**src/rtl/led_blink_arbiter.sv**
```systemverilog
// Round-robin owner of the shared status LED: latches per-source requests, grants one
// at a time and plays that source's blink code (index+1 blinks of HOLD on / GAP off).
module led_blink_arbiter #(
  parameter int unsigned NREQ = 3,
  parameter int unsigned HOLD = 250,
  parameter int unsigned GAP  = 250
) (
  input  logic            clk,
  input  logic            reset,
  input  logic [NREQ-1:0] req,
  output logic            led,
  output logic [NREQ-1:0] grant,
  output logic            busy,
  output logic            done
);

  localparam int unsigned MAXHG = (HOLD > GAP) ? HOLD : GAP;
  localparam int unsigned CW    = $clog2(MAXHG + 1);
  localparam int unsigned BW    = $clog2(NREQ + 1);
  localparam int unsigned PW    = (NREQ > 1) ? $clog2(NREQ) : 1;

  if (NREQ == 0 || NREQ > 8) begin : g_bad_nreq
    $error("led_blink_arbiter: NREQ must be in 1..8");
  end
  if (HOLD == 0) begin : g_bad_hold
    $error("led_blink_arbiter: HOLD must be >= 1");
  end
  if (GAP == 0) begin : g_bad_gap
    $error("led_blink_arbiter: GAP must be >= 1");
  end

  typedef enum logic [1:0] {
    S_IDLE = 2'd0,
    S_ON   = 2'd1,
    S_OFF  = 2'd2
  } state_t;

  state_t          r_state,   w_state_nxt;
  logic [NREQ-1:0] r_pending, w_pend_nxt;
  logic [PW-1:0]   r_ptr,     w_ptr_nxt;
  logic [CW-1:0]   r_cnt,     w_cnt_nxt;
  logic [BW-1:0]   r_blinks,  w_blinks_nxt;
  logic            r_led,     w_led_nxt;
  logic [NREQ-1:0] r_grant,   w_grant_nxt;
  logic            r_busy,    w_busy_nxt;
  logic            r_done,    w_done_nxt;

  logic            w_hit_hi;
  logic [PW-1:0]   w_win_hi;
  logic [PW-1:0]   w_win_lo;
  logic [PW-1:0]   w_win;
  logic [NREQ-1:0] w_win_oh;
  logic [NREQ-1:0] w_clr;

  // Round-robin pick: lowest pending index above ptr, else lowest pending index overall.
  always_comb begin
    w_hit_hi = 1'b0;
    w_win_hi = '0;
    w_win_lo = '0;
    for (int j = int'(NREQ) - 1; j >= 0; j--) begin
      if (r_pending[j]) begin
        if (PW'(j) > r_ptr) begin
          w_hit_hi = 1'b1;
          w_win_hi = PW'(j);
        end else begin
          w_win_lo = PW'(j);
        end
      end
    end
    w_win    = w_hit_hi ? w_win_hi : w_win_lo;
    w_win_oh = NREQ'(1) << w_win;
  end

  // Next-state and next-output logic.
  always_comb begin
    w_state_nxt  = r_state;
    w_ptr_nxt    = r_ptr;
    w_cnt_nxt    = r_cnt;
    w_blinks_nxt = r_blinks;
    w_led_nxt    = r_led;
    w_grant_nxt  = r_grant;
    w_done_nxt   = 1'b0;
    w_clr        = '0;

    case (r_state)
      S_IDLE: begin
        if (|r_pending) begin
          w_state_nxt  = S_ON;
          w_grant_nxt  = w_win_oh;
          w_clr        = w_win_oh;
          w_ptr_nxt    = w_win;
          w_blinks_nxt = BW'(w_win) + BW'(1);
          w_cnt_nxt    = CW'(HOLD - 1);
          w_led_nxt    = 1'b1;
        end
      end
      S_ON: begin
        if (r_cnt == '0) begin
          w_state_nxt  = S_OFF;
          w_led_nxt    = 1'b0;
          w_cnt_nxt    = CW'(GAP - 1);
          w_blinks_nxt = r_blinks - BW'(1);
        end else begin
          w_cnt_nxt = r_cnt - CW'(1);
        end
      end
      S_OFF: begin
        if (r_cnt == '0) begin
          if (r_blinks != '0) begin
            w_state_nxt = S_ON;
            w_led_nxt   = 1'b1;
            w_cnt_nxt   = CW'(HOLD - 1);
          end else begin
            w_state_nxt = S_IDLE;
            w_grant_nxt = '0;
            w_done_nxt  = 1'b1;
          end
        end else begin
          w_cnt_nxt = r_cnt - CW'(1);
        end
      end
      default: begin
        w_state_nxt = S_IDLE;
        w_led_nxt   = 1'b0;
        w_grant_nxt = '0;
      end
    endcase

    // A request on the granting edge re-queues its source rather than being lost.
    w_pend_nxt = (r_pending & ~w_clr) | req;
    w_busy_nxt = (w_state_nxt != S_IDLE);
  end

  always_ff @(posedge clk or negedge reset) begin
    if (!reset) begin
      r_state   <= S_IDLE;
      r_pending <= '0;
      r_ptr     <= PW'(NREQ - 1);
      r_cnt     <= '0;
      r_blinks  <= '0;
      r_led     <= 1'b0;
      r_grant   <= '0;
      r_busy    <= 1'b0;
      r_done    <= 1'b0;
    end else begin
      r_state   <= w_state_nxt;
      r_pending <= w_pend_nxt;
      r_ptr     <= w_ptr_nxt;
      r_cnt     <= w_cnt_nxt;
      r_blinks  <= w_blinks_nxt;
      r_led     <= w_led_nxt;
      r_grant   <= w_grant_nxt;
      r_busy    <= w_busy_nxt;
      r_done    <= w_done_nxt;
    end
  end

  assign led   = r_led;
  assign grant = r_grant;
  assign busy  = r_busy;
  assign done  = r_done;

endmodule

```
**config.mk**
```make
export PLATFORM = sky130hd
export DESIGN_NAME = led_blink_arbiter
export DESIGN_NICKNAME = d
export VERILOG_FILES = /design/src/rtl/led_blink_arbiter.sv
export SDC_FILE = /design/constraint.sdc
export NUM_CORES = 1
export LEC_CHECK = 0
export CAP_MARGIN = 20
export CORE_ASPECT_RATIO = 0.6
export CORE_MARGIN = 8
export CORE_UTILIZATION = 40
export DETAILED_ROUTE_END_ITERATION = 10
export PLACE_DENSITY = 0.61
export SLEW_MARGIN = 20
export SYNTH_ARGS = -nofsm -noshare
export SYNTH_HDL_FRONTEND = slang
export SYNTH_SLANG_ARGS = --single-unit
```
**constraint.sdc**
```tcl
create_clock -name clk -period 4.2 [get_ports clk]
set_clock_uncertainty 0.2 [all_clocks]
set_input_delay 0.63 -clock clk [delete_from_list [all_inputs] [get_ports clk]]
set_output_delay 0.63 -clock clk [all_outputs]
set_load 0.005 [all_outputs]
```
==> run_results.csv <==
group,metric,value,unit
synthesis,synth_seq_cells,23,
synthesis,synth_area_per_cell,9.593,sq um
setup_path,cp_data_arrival_time,2.44,ns
placement,port_buffers,10,
placement,dp.final_hpwl,2265,um
synthesis,yosys-top-cells-area,"dfrtp_1, ha_1, inv_1",
global_routing,globalRoute.busiestLayer,"met1",
synthesis,synthDistinctLibCells,44,
clock_tree,cts_buffers,3,
clock_tree,cts_tree,"yes",
floorplan,die_height,61.52,um
setup_path,cp-start-kind,"register",
clock_tree,cts_max_level,1,
routing,drtIter0Drc,76,
synthesis,synth_area,1381,sq um
synthesis,yosysTopAreaCell,"dfrtp_1",
global_routing,grt_pass1_wl,5188,um
timing,slew_headroom,0.4655,
synthesis,synthArstFlopShare,1.000,
timing,worst_slew_pin_slew,0.7957,ns
pwr,p_total,974.3,uW
setup_path,cp_max_fo,12,
routing,via_per_inst,5.462,
status,status,"complete, no violations",
synthesis,ys_seq_area_frac,0.4176,
timing,fin_crit_sh,0.5793,
min_path,hold_path_class,"in2async",
global_routing,grt_max_degree,24,
timing,finalHoldViolCount,0,
clock_tree,path_clk_slew,0.09,ns
setup_path,worstPathRequired,4.20,ns
routing,drt-pass1-iter-count,5,
global_routing,grt_pass1_vias,1054,
synthesis,synth-edff-count,0,
global_routing,met3_usage,0.03528,
timing,setup_viol,0,
synthesis,synthFlopType,"dfrtp_1",
timing,slew_viol_final,0,
timing,max_freq,411.0,MHz
floorplan,die_x,91.87,um
timing,whs,0.1227,ns
cells_and_area,final_cells,197,
synthesis,synthCells,144,
cells_and_area,fin_util,0.4768,
cells_and_area,syn2layout_area_growth,13.32,%
setup_path,worst-setup-path-type,"reg2reg",
synthesis,synth_common_cells,"dfrtp_1, inv_1, nor2_1, ha_1, nand2_1",
global_routing,grt-ovfl-total,0,
cells_and_area,diodes,0,
floorplan,ios,11,
pwr,power_leakage,0.0006627,uW
global_routing,use_met2,0.1650,
clock_tree,cts_buffer_depth,2,
clock_tree,cts_resized,0,
clock_tree,post_cts_buffers,0,
clock_tree,clockRootBuffer,"clkbuf_8",
floorplan,fp-row-count,16,
synthesis,ys_warn_count,0,
placement,dp.cells,193,
floorplan,core-area,3283,sq um
routing,vias,1076,
routing,drt_wl_total,3036,um
synthesis,synth.most_common_cell,"dfrtp_1",
routing,wl_per_cell,15.41,um
run,max_cap_viol_count,0,
global_routing,grtUsageMet1,0.1669,
clock_tree,clock_latency,0.27,ns
routing,drc,0,
timing,fin_crit,2.433,ns
global_routing,grt_usage,0.1175,
clock_tree,cts.sinks,23,
clock_tree,hold_buffers,0,
pwr,ir_drop,0.2902,mV
timing,rsz0062_at_grt,"false",
synthesis,syn_nets,159,
synthesis,synth_top_area_frac,0.3986,
floorplan,die_area,5652,sq um
cells_and_area,layout-drive-gt1-share,0.07895,
pwr,pwr_density_cell,622.4,nW/um^2
cells_and_area,final_net_count,168,
global_routing,antenna_found_initial,0,
routing,postRouteAntennaNets,0,
placement,routabilityCongestion,0.8158,
setup_path,worstSetupEndpointType,"register",
timing,fin_setup_tns,0,ns
floorplan,start_util,0.4207,
## routing by layer
layer / routed length [um] / vias to the layer above
met1: 1654 / 513
met2: 1177 / 30
li1: - / 527
met5: 0 / -
met3: 157 / 6
met4: 47 / 0
## power breakdown
part | total, uW | switching (uW) | internal, uW | leakage (uW)
logic | 459 | 240 | 219 | 0.000379
registers | 378 | 76.9 | 301 | 0.000258
clock network | 138 | 71.4 | 66.2 | 0.0000255
total | 974 | 388 | 586 | 0.000663
## cell usage in the layout (no fill, tap or decap), types with 3 or more instances in the layout
master	instances
inv_1	13
o21ai_0	4
nand2_1	10
clkbuf_8	3
or3_1	4
nor2_1	12
a211oi_1	3
nand2b_1	4
ha_1	10
o21ai_1	5
dfrtp_1	22
clkdlybuf4s50_1	9
mux2i_1	3
a21o_1	4
a21oi_1	7
## path summary, 6_finish.rpt
path	from	to	slack [ns]	cells after the start
setup / recovery	r_state[0]	busy	1.77	6
hold / removal	reset	r_cnt[6]	0.12	1
setup reg to reg	r_state[0]	busy	1.77	6
hold reg to reg	grant[1]	grant[1]	0.32	2
max in group asynchronous	reset	r_ptr[1]	3.31	1
min in group clk	grant[1]	grant[1]	0.32	2
## worst max-delay path, cell delays in order (launching register included)
cell       delay [ns]
dfrtp_1          0.42
inv_1            0.10
ha_1             0.38
nor4b_4          0.63
nor2_1           0.12
a2111oi_2        0.36
or2_1            0.16
## flip-flops by register name, summed over array words and instances, names as in the netlist
name       cells
grant          3
r_pending      3
led            1
r_state        2
done           1
r_ptr          2
r_cnt          8
r_blinks       2
busy           1
## kinds of logic after synthesis
group	synth area share
AND/OR/NAND/NOR	0.2038
AO/OA/AOI/OAI	0.2038
flip-flops	0.4176
buffers and inverters	0.05616
adder cells (fa/ha/maj)	0.09058
multiplexers	0.02174
XOR/XNOR	0.006342
## metrics by stage
step | setup WS (ns) | area [sq um]
final | 1.767 | 1565
after global routing | 1.565 | 1565
after CTS | 1.479 | 1562
after detailed placement | 1.462 | 1515
after global placement | 1.675 | 1515
after floorplan | 2.157 | 1381
## layout make-up
| class | count | area, sq um |
|---|---|---|
| Tap cell | 45 | 56.30 |
| Clock buffer | 3 | 41.29 |
| Timing Repair Buffer | 10 | 95.09 |
| Clock inverter | 1 | 5.005 |
| Multi-Input combinational cell | 102 | 742.0 |
| Sequential cell | 23 | 576.8 |
| Fill cell | 325 | 1718 |
| Inverter | 13 | 48.80 |
Note: power is estimated with default switching activity, not from simulation.
